==> config.mk <==
export PLATFORM = sky130hd
export DESIGN_NAME = alu_seq
export DESIGN_NICKNAME = d
export VERILOG_FILES = /design/src/rtl/alu_seq.sv
export SDC_FILE = /design/constraint.sdc
export NUM_CORES = 1
export LEC_CHECK = 0
export CAP_MARGIN = 10
export CORE_MARGIN = 2
export CORE_UTILIZATION = 55
export CTS_BUF_LIST = sky130_fd_sc_hd__clkbuf_8
export CTS_CLUSTER_SIZE = 40
export DETAILED_ROUTE_END_ITERATION = 7
export PLACE_DENSITY = 0.75
export SLEW_MARGIN = 10
export SYNTH_ARGS = -nofsm -noshare
export SYNTH_HDL_FRONTEND = slang
export SYNTH_SLANG_ARGS = --single-unit
==> constraint.sdc <==
create_clock -name clk -period 4.02 [get_ports clk]
set_clock_uncertainty 0.05 [all_clocks]
set_input_delay 0.804 -clock clk [delete_from_list [all_inputs] [get_ports clk]]
set_output_delay 0.804 -clock clk [all_outputs]
set_load 0.02 [all_outputs]
==> src/rtl/alu_seq.sv <==
// Registered ALU with single-cycle ops and iterative unsigned MUL/DIV behind a start/busy/done handshake.
// Optional build macro: ALU_CARRY_CHAIN_EN (ADD/SUB/RSUB take cin for multi-word ADC/SBC chaining).
module alu_seq #(
  parameter int WIDTH = 8
) (
  input  logic             clk,
  input  logic             rst_n,
  input  logic             start,
  input  logic [3:0]       mode,
  input  logic [WIDTH-1:0] op_a,
  input  logic [WIDTH-1:0] op_b,
  input  logic             cin,
  output logic             busy,
  output logic             done,
  output logic [WIDTH-1:0] out,
  output logic [WIDTH-1:0] out_hi,
  output logic [3:0]       flags,
  output logic             dz
);

  localparam int SHW = $clog2(WIDTH);

  typedef enum logic [1:0] {
    S_IDLE = 2'd0,
    S_MUL  = 2'd1,
    S_DIV  = 2'd2
  } state_t;

  // Returns {overflow, carry, sum}.
  function automatic logic [WIDTH+1:0] f_add(input logic [WIDTH-1:0] x,
                                             input logic [WIDTH-1:0] y,
                                             input logic             ci);
    logic [WIDTH:0] s;
    s = {1'b0, x} + {1'b0, y} + {{WIDTH{1'b0}}, ci};
    return {(x[WIDTH-1] == y[WIDTH-1]) && (s[WIDTH-1] != x[WIDTH-1]), s[WIDTH], s[WIDTH-1:0]};
  endfunction

  // Returns {overflow, not-borrow, difference}; ci=1 means no borrow in.
  function automatic logic [WIDTH+1:0] f_sub(input logic [WIDTH-1:0] m,
                                             input logic [WIDTH-1:0] s,
                                             input logic             ci);
    logic [WIDTH:0] d;
    d = {1'b0, m} + {1'b0, ~s} + {{WIDTH{1'b0}}, ci};
    return {(m[WIDTH-1] != s[WIDTH-1]) && (d[WIDTH-1] != m[WIDTH-1]), d[WIDTH], d[WIDTH-1:0]};
  endfunction

  state_t             r_state;
  logic [SHW-1:0]     r_cnt;
  logic               r_busy;
  logic               r_done;
  logic [WIDTH-1:0]   r_out;
  logic [WIDTH-1:0]   r_out_hi;
  logic [3:0]         r_flags;
  logic               r_dz;

  logic [WIDTH-1:0]   r_opa;
  logic [WIDTH-1:0]   r_opb;
  logic [WIDTH-1:0]   r_hi;
  logic [WIDTH-1:0]   r_lo;

  logic               w_add_ci;
  logic               w_sub_ci;
  logic [SHW-1:0]     w_amt;
  logic [WIDTH-1:0]   w_res;
  logic               w_c;
  logic               w_o;
  logic [2*WIDTH-1:0] w_rot;
  logic [WIDTH:0]     w_sh;

  logic               w_accept_mc;
  logic               w_last;
  logic [WIDTH:0]     w_mul_sum;
  logic [WIDTH:0]     w_div_sh;
  logic [WIDTH:0]     w_div_df;
  logic               w_div_ok;
  logic [WIDTH-1:0]   w_hi_nx;
  logic [WIDTH-1:0]   w_lo_nx;

`ifdef ALU_CARRY_CHAIN_EN
  assign w_add_ci = cin;
  assign w_sub_ci = cin;
`else
  // cin stays on the port for pin compatibility but has no effect in this build.
  assign w_add_ci = cin & 1'b0;
  assign w_sub_ci = 1'b1;
`endif

  assign w_amt = op_a[SHW-1:0];

  always_comb begin
    w_res = '0;
    w_c   = 1'b0;
    w_o   = 1'b0;
    w_rot = '0;
    w_sh  = '0;
    case (mode)
      4'h0: {w_o, w_c, w_res} = f_add(op_a, op_b, w_add_ci);
      4'h1: {w_o, w_c, w_res} = f_sub(op_a, op_b, w_sub_ci);
      4'h2: w_res = op_a;
      4'h3: w_res = op_b;
      4'h4: w_res = op_a & op_b;
      4'h5: w_res = op_a | op_b;
      4'h6: w_res = op_a ^ op_b;
      4'h7: {w_o, w_c, w_res} = f_sub(op_b, op_a, w_sub_ci);
      4'h8: {w_o, w_c, w_res} = f_add(op_b, {{(WIDTH-1){1'b0}}, 1'b1}, 1'b0);
      4'h9: {w_o, w_c, w_res} = f_sub(op_b, {{(WIDTH-1){1'b0}}, 1'b1}, 1'b1);
      4'hA: begin
        w_rot = {op_b, op_b} << w_amt;
        w_res = w_rot[2*WIDTH-1:WIDTH];
      end
      4'hB: begin
        w_rot = {op_b, op_b} >> w_amt;
        w_res = w_rot[WIDTH-1:0];
      end
      // The extra bit beside the operand catches the last bit shifted out.
      4'hC: begin
        w_sh         = {1'b0, op_b} << w_amt;
        {w_c, w_res} = w_sh;
      end
      4'hD: begin
        w_sh         = {op_b, 1'b0} >> w_amt;
        {w_res, w_c} = w_sh;
      end
      default: ;
    endcase
  end

  assign w_accept_mc = start && (r_state == S_IDLE) && (mode[3:1] == 3'b111);
  assign w_last      = (r_cnt == SHW'(WIDTH - 1));

  // MUL: {r_hi,r_lo} is the shift-add product register, r_lo starts as the multiplier.
  // DIV: r_hi is the partial remainder, r_lo shifts dividend bits out and quotient bits in.
  assign w_mul_sum = {1'b0, r_hi} + (r_lo[0] ? {1'b0, r_opa} : {(WIDTH+1){1'b0}});
  assign w_div_sh  = {r_hi, r_lo[WIDTH-1]};
  assign w_div_df  = w_div_sh - {1'b0, r_opa};
  assign w_div_ok  = ~w_div_df[WIDTH];

  always_comb begin
    w_hi_nx = r_hi;
    w_lo_nx = r_lo;
    if (r_state == S_MUL) begin
      w_hi_nx = w_mul_sum[WIDTH:1];
      w_lo_nx = {w_mul_sum[0], r_lo[WIDTH-1:1]};
    end else if (r_state == S_DIV) begin
      w_hi_nx = w_div_ok ? w_div_df[WIDTH-1:0] : w_div_sh[WIDTH-1:0];
      w_lo_nx = {r_lo[WIDTH-2:0], w_div_ok};
    end
  end

  // Iteration datapath: no reset needed, it is always reloaded on an accepted start.
  always_ff @(posedge clk) begin
    if (w_accept_mc) begin
      r_opa <= op_a;
      r_opb <= op_b;
      r_hi  <= '0;
      r_lo  <= op_b;
    end else if (r_state != S_IDLE) begin
      r_hi <= w_hi_nx;
      r_lo <= w_lo_nx;
    end
  end

  always_ff @(posedge clk or negedge rst_n) begin
    if (!rst_n) begin
      r_state  <= S_IDLE;
      r_cnt    <= '0;
      r_busy   <= 1'b0;
      r_done   <= 1'b0;
      r_out    <= '0;
      r_out_hi <= '0;
      r_flags  <= '0;
      r_dz     <= 1'b0;
    end else begin
      r_done <= 1'b0;
      case (r_state)
        S_IDLE: begin
          if (start) begin
            if (mode == 4'hE) begin
              r_state <= S_MUL;
              r_busy  <= 1'b1;
              r_cnt   <= '0;
            end else if (mode == 4'hF) begin
              r_state <= S_DIV;
              r_busy  <= 1'b1;
              r_cnt   <= '0;
            end else begin
              r_out    <= w_res;
              r_out_hi <= '0;
              r_flags  <= {(w_res == '0), w_c, w_res[WIDTH-1], w_o};
              r_done   <= 1'b1;
            end
          end
        end
        S_MUL: begin
          r_cnt <= r_cnt + 1'b1;
          if (w_last) begin
            r_out    <= w_lo_nx;
            r_out_hi <= w_hi_nx;
            r_flags  <= {(w_lo_nx == '0), (w_hi_nx != '0), w_lo_nx[WIDTH-1], (w_hi_nx != '0)};
            r_done   <= 1'b1;
            r_busy   <= 1'b0;
            r_cnt    <= '0;
            r_state  <= S_IDLE;
          end
        end
        S_DIV: begin
          r_cnt <= r_cnt + 1'b1;
          if (w_last) begin
            // A zero divisor still runs the full iteration count so latency is fixed.
            if (r_opa == '0) begin
              r_out    <= '1;
              r_out_hi <= r_opb;
              r_flags  <= 4'b0010;
              r_dz     <= 1'b1;
            end else begin
              r_out    <= w_lo_nx;
              r_out_hi <= w_hi_nx;
              r_flags  <= {(w_lo_nx == '0), 1'b0, w_lo_nx[WIDTH-1], 1'b0};
              r_dz     <= 1'b0;
            end
            r_done  <= 1'b1;
            r_busy  <= 1'b0;
            r_cnt   <= '0;
            r_state <= S_IDLE;
          end
        end
        default: begin
          r_state <= S_IDLE;
          r_busy  <= 1'b0;
          r_cnt   <= '0;
        end
      endcase
    end
  end

  assign busy   = r_busy;
  assign done   = r_done;
  assign out    = r_out;
  assign out_hi = r_out_hi;
  assign flags  = r_flags;
  assign dz     = r_dz;

endmodule

## Word-level counts from Yosys, hierarchy flattened

Cells that the tools add are included.

- Add/subtract/negate cells: 11
- Reductions and logical operators: 21
- Eq/ne operators: 34
- $mul: 0
- Bitwise operators: 7
- $lt $le $gt $ge: 0
- Shifts and indexed selects: 4
- Div/mod/pow operators: 0
- Multiplexer cells: 53

Operator list:

| cell | count |
|---|---|
| 8-bit 2-to-1 mux | 20 |
| 8-bit one-hot mux with 14 select lines | 1 |
| 8-bit one-hot mux with 3 select lines | 2 |
| 8-bit by 8-bit adder with 9-bit output | 4 |
| 4-bit == test, second input constant | 8 |
| 9-bit by 1-bit adder with 9-bit output, second input constant | 3 |
| 8-bit zero test | 3 |
| 4-bit 2-to-1 mux | 6 |
| 4-bit by 3-bit == test with 1-bit output, second input constant | 4 |
| 8-bit inverter | 2 |
| 16-bit by 3-bit << shifter with 16-bit output | 1 |
| 16-bit by 3-bit >> shifter with 8-bit output | 1 |
| 3-bit 2-to-1 mux | 4 |
| 4-bit one-hot mux with 3 select lines | 1 |
| 2-bit != test, second input constant | 5 |
| 8-bit by 1-bit adder with 9-bit output, second input constant | 1 |
| 8-bit by 8-bit adder with 9-bit output, second input constant | 1 |
| 1-bit 2-to-1 mux | 9 |
| 8-bit by 3-bit << shifter with 9-bit output | 1 |
| 9-bit by 3-bit >> shifter with 9-bit output | 1 |
| 9-bit by 8-bit subtractor with 9-bit output | 1 |
| 8-bit bitwise AND | 1 |
| 4-bit by 2-bit == test with 1-bit output, second input constant | 2 |
| 2-bit 2-to-1 mux | 4 |
| other kinds (27) | 44 |

- Output and inout bits: 23
- Word-level logic and storage cells: 142
- Input port bits: 24
- Register bits: 60
- Memory bits (read-only): 0
- Memory bits (writable): 0
- Latch bits: 0
- Memories kept: 0

## Depth between registers and ports, before layout

- Depth in word-level cells: 10
- Gate-level depth with buffers: 14
- Depth with buffers taken out: 12

## Worst setup path after synthesis

Ideal clock, no wire load.

- Kind: input port to flip-flop
- Start: input port op_a[0]
- End: register r_flags[3], in the netlist flags[3]
- Slack: 0.589 ns
- Data required time: 3.894 ns
- Stages: 14
- Path buffers: 2
- Setup time: 0.076 ns
- Arrival: 3.304 ns
- Cells stage by stage: buf_2 > buf_4 > clkinv_1 > ha_1 > inv_1 > fa_1 > inv_1 > a221oi_1 > a31oi_1 > or4_1 > nor3_1 > and3_1 > nand4b_1 > o21ai_1

- Word-level cells in the longest chain between the ends: 9
- Elaborated cells between the ends (all ways): 19
- Classes of those cells: add/sub (5); shift (4); mux (5); bitwise (4); reduce/logical (1)

Ends and longest elaborated chain:

| element | RTL line | RTL |
|---|---|---|
| from (decl) | 10 | `input logic [WIDTH-1:0] op_a,` |
| 8-bit inverter | 43 | `d = {1'b0, m} + {1'b0, ~s} + {{WIDTH{1'b0}}, ci};` |
| 8-bit by 8-bit adder with 9-bit output | 43 |  |
| 9-bit by 1-bit adder with 9-bit output | 43 |  |
| 8-bit one-hot mux with 14 select lines (*) | 96 | `case (mode)` |
| 8-bit zero test (*) | 189 | `r_flags <= {(w_res == '0), w_c, w_res[WIDTH-1], w_o};` |
| 4-bit 2-to-1 mux (*) | 182 | `end else if (mode == 4'hF) begin` |
| 4-bit 2-to-1 mux (*) | 178 | `if (mode == 4'hE) begin` |
| 4-bit 2-to-1 mux (*) | 177 | `if (start) begin` |
| 4-bit one-hot mux with 3 select lines (*) | 175 | `case (r_state)` |
| to (signal assigned) | 189 |  |
| to (signal assigned) | 199 | `r_flags <= {(w_lo_nx == '0), (w_hi_nx != '0), w_lo_nx[WIDTH-1], (w_hi_nx != '0)};` |
| to (signal assigned) | 218 | `r_flags <= {(w_lo_nx == '0), 1'b0, w_lo_nx[WIDTH-1], 1'b0};` |
| to (decl) | 53 | `logic [3:0] r_flags;` |

Mark *: on every way between the ends. The rest lies on a longest branch, timed or not. The select of a mux whose other input is x is not followed.
A chain may end at the register's enable or synchronous reset.

## Final worst setup path

Ends and elaborated chain as after synthesis.

==> impl_metrics.py <==
metrics = {
    "global_routing": {
        "globalRoute.totalOverflow": 0,
        "grt.total_usage_pct": 37.3,
        "grt_first_pass_wirelength_um": 39000,
        "grt_antenna_before_repair": 1,
        "grt_pass1_vias": 7234,
        "grt_start_max_net_pins": 34,
    },
    "timing": {
        "setup_tns_ps": 0,
        "worst_slew_pin_slew_ps": 857,
        "timing.final.hold_violations": 0,
        "slew_violations": 0,
        "max_freq_mhz": 269,
        "finalHoldWorstSlack_ps": 431,
        "setup_repair_after_global_routing_missed_its_margin": "false",
        "fin_crit_sh_pct": 92.3,
        "report.final.setup_viol": 0,
        "max-slew-margin-rel_pct": 42.8,
        "final.min_clock_period_ps": 3710,
    },
    "power_and_ir_drop": {
        "leakage_nw": 3.35,
        "vdd_drop_max_v": 0.000211,
        "power-per-cell-area_nw_per_um2": 444,
    },
    "synthesis": {
        "synth_area_per_cell_um2": 8.27,
        "asyncSetResetFlopFracSynth_pct": 45.8,
        "seq_area_frac_synth_pct": 22.1,
        "synth.distinct_cells": 90,
        "yosys-top-cells-area": "ha_1, edfxtp_1, dfrtp_1",
        "synthDominantCellAreaShare_pct": 10.3,
        "synth_area_leader_cell": "ha_1",
        "ys.warnings.count": 0,
        "postSynthNetCount": 937,
        "postSynthCellCount": 850,
        "ys_dominant_reg_cell": "dfrtp_1",
        "netlist_area_um2": 7030,
        "number_of_flops_mapped_to_enable_cells_by_yosys": 24,
        "ys_ff_latch": 59,
    },
    "finish": {
        "drive_gt1_share_pct": 12.1,
        "nets": 991,
        "final_cell_mix": "nand2_1, ha_1, buf_4, o21ai_0, inv_1",
        "most_common_cell_after_layout_fill_and_taps_aside": "nand2_1",
        "areaGrowthSynthToFinish_pct": 15.3,
    },
    "die": {
        "fp.dieH_um": 117,
        "design.die.area_um2": 13700,
        "initial_core_util_pct": 55.9,
        "top_level_i_o_count": 47,
        "core_region_area_um2": 12600,
        "rows": 41,
        "floorplan.die.width_um": 117,
    },
    "critical_path": {
        "worst_r2r_endpoint": "flags[2]",
        "slowest_delay_ps": 540,
        "required_arrival_time_at_the_worst_endpoint_ps": 4250,
        "series_of_cell_instances_along_the_critical_path": "clkdlybuf4s50_1 > ha_1 > fa_1 > buf_4 > a21o_1 > a211oi_1 > nor2_1 > a211o_1 > nor3_1 > and3_1 > nand4b_1 > o21ai_1",
        "worstSetupStartpointType": "input port",
        "r2r_start": "r_lo[7]",
        "ff2ff_path_depth": 12,
        "critical_path_peak_fanout": 4,
        "worstSetupPathType": "in2reg",
        "cpMaxStageDelayCell": "clkdlybuf4s50_1",
        "cp.arrival_ps": 3940,
        "type_of_destination_of_the_critical_path": "flip-flop",
        "ff2ff_setup_slack_ps": 520,
    },
    "run": {
        "maxCapViolCount": 0,
    },
    "clock_network": {
        "worst_setup_hold_path_clk_slew_ps": 70,
        "number_of_buffers_inserted_for_hold_repair_after_clock_tree_synthesis": 0,
        "post-cts-setup-buffer-count": 0,
        "clock_sink_count": 59,
        "cts_buffer_depth": 2,
        "cts_buffers": 9,
        "h-tree-depth": 3,
        "clk_root_buf": "clkbuf_8",
        "post_cts_resize_count": 0,
        "tritoncts": "built",
        "clk-insertion-delay-late_ps": 350,
    },
    "worst_hold_path": {
        "holdCritStartpoint": "out_hi[3]",
        "worstHoldPathType": "reg2reg",
        "min_path_cells": 2,
        "worst_hold_path.endpoint": "out_hi[3]",
    },
    "placement": {
        "i_o_buffers": 45,
        "half_perimeter_wire_length_of_the_detailed_placement_result_um": 19200,
        "placer_s_final_routability_congestion_estimate": 1.02,
    },
    "status": {
        "failed_checks": "DRC",
        "outcome": "complete, but fails checks",
    },
    "routing": {
        "postRouteWirelength_um": 25100,
        "firstDrtPassIters": 8,
        "detailroute.via_count": 7356,
        "initialDrtViolationCount": 765,
        "antenna_left": 0,
        "mean_number_of_vias_per_cell": 6.80,
        "route.detailed.wl_per_inst_um": 23.2,
        "post-route-drc-count": 1,
    },
}
[power by group]
part / internal (mW) / switching, mW / leakage [nW] / total [mW]
Combinational: 0.806 / 1.16 / 2.58 / 1.97
Sequential: 0.786 / 0.159 / 0.645 / 0.946
Clock: 0.417 / 0.266 / 0.126 / 0.683
Total: 2.01 / 1.58 / 3.35 / 3.59
[flip-flops by register name, indices dropped and copies added (netlist names), 3 cells and up]
register / count
out_hi: 8
r_hi: 8
flags: 4
r_lo: 8
r_opa: 8
out: 7
r_cnt: 3
r_opb: 8
[worst max-delay path, delay by kind of cell]
kind	cells	cell delay, ps
simple gates	4	910
fa+ha+maj	2	730
compound gates	4	790
buf+inv	2	710
[stage by stage]
| step | worst slack [ps] | power, mW | instance area (µm²) | std cells | utilization, % |
|---|---|---|---|---|---|
| finish | 309 | 3.59 | 8100 | 1082 | 64.5 |
| global route | 199 | 3.79 | 8100 | 1081 | 64.5 |
| CTS | 377 | 3.55 | 8100 | 1081 | 64.5 |
| detailed placement | 17.9 | 2.87 | 7860 | 1065 | 62.5 |
| global placement | 30.7 | 2.80 | 7860 | 1065 | 62.5 |
| floorplan | 589 | 2.22 | 7030 | 850 | - |
[per-layer routing]
| metal | GRT usage (%) | vias to the layer above | wire [µm] |
|---|---|---|---|
| met3 | 5.30 | 113 | 1920 |
| met4 | 19.4 | 0 | 1290 |
| met5 | 0 | - | 0 |
| li1 | - | 3287 | - |
| met2 | 65.0 | 449 | 12300 |
| met1 | 44.8 | 3507 | 9640 |
[final cells by class]
| class | instances | area (µm²) |
|---|---|---|
| Antenna cell | 1 | 2.50 |
| Clock buffer | 9 | 124 |
| Clock inverter | 7 | 123 |
| Fill cell | 1079 | 4460 |
| Inverter | 56 | 210 |
| Multi-Input combinational cell | 676 | 4970 |
| Sequential cell | 59 | 1560 |
| Tap cell | 172 | 215 |
| Timing Repair Buffer | 102 | 903 |
[worst max-delay path by stage]
stage                 start  endpoint  slack (ps)  cells past startpoint
global placement    op_b[1]  flags[1]          30                     12
detailed placement  op_a[0]  flags[3]          20                     12
CTS                 op_a[0]  flags[3]         380                     12
finish              op_a[0]  flags[3]         310                     12
floorplan           op_a[0]  flags[3]         590                     14
global route        op_b[7]  flags[1]         200                     11
[kinds of logic (layout without fill, tap and decap cells)]
family	count (synthesis)	count (layout)	share of synthesized area (%)
AO/OA/AOI/OAI	270	270	26.5
XOR/XNOR	26	26	3.51
adder cells (fa/ha/maj)	63	63	11.7
buffers and inverters	115	174	7.24
flip-flops	59	59	22.1
multiplexers	49	49	8.90
other	0	1	0
AND/OR/NAND/NOR	268	268	19.9
[cell usage after synthesis, drive strengths merged (14+ instances only)]
| master | count |
|---|---|
| edfxtp | 24 |
| dfrtp | 27 |
| mux2i | 34 |
| nand3 | 19 |
| nand2 | 80 |
| o21ai | 57 |
| nand2b | 15 |
| nor2 | 48 |
| inv | 53 |
| nor3 | 24 |
| ha | 58 |
| a21o | 16 |
| clkbuf | 31 |
| xor2 | 14 |
| a211oi | 16 |
| buf | 28 |
| a21oi | 49 |
Power figures use the tool's default switching activity.
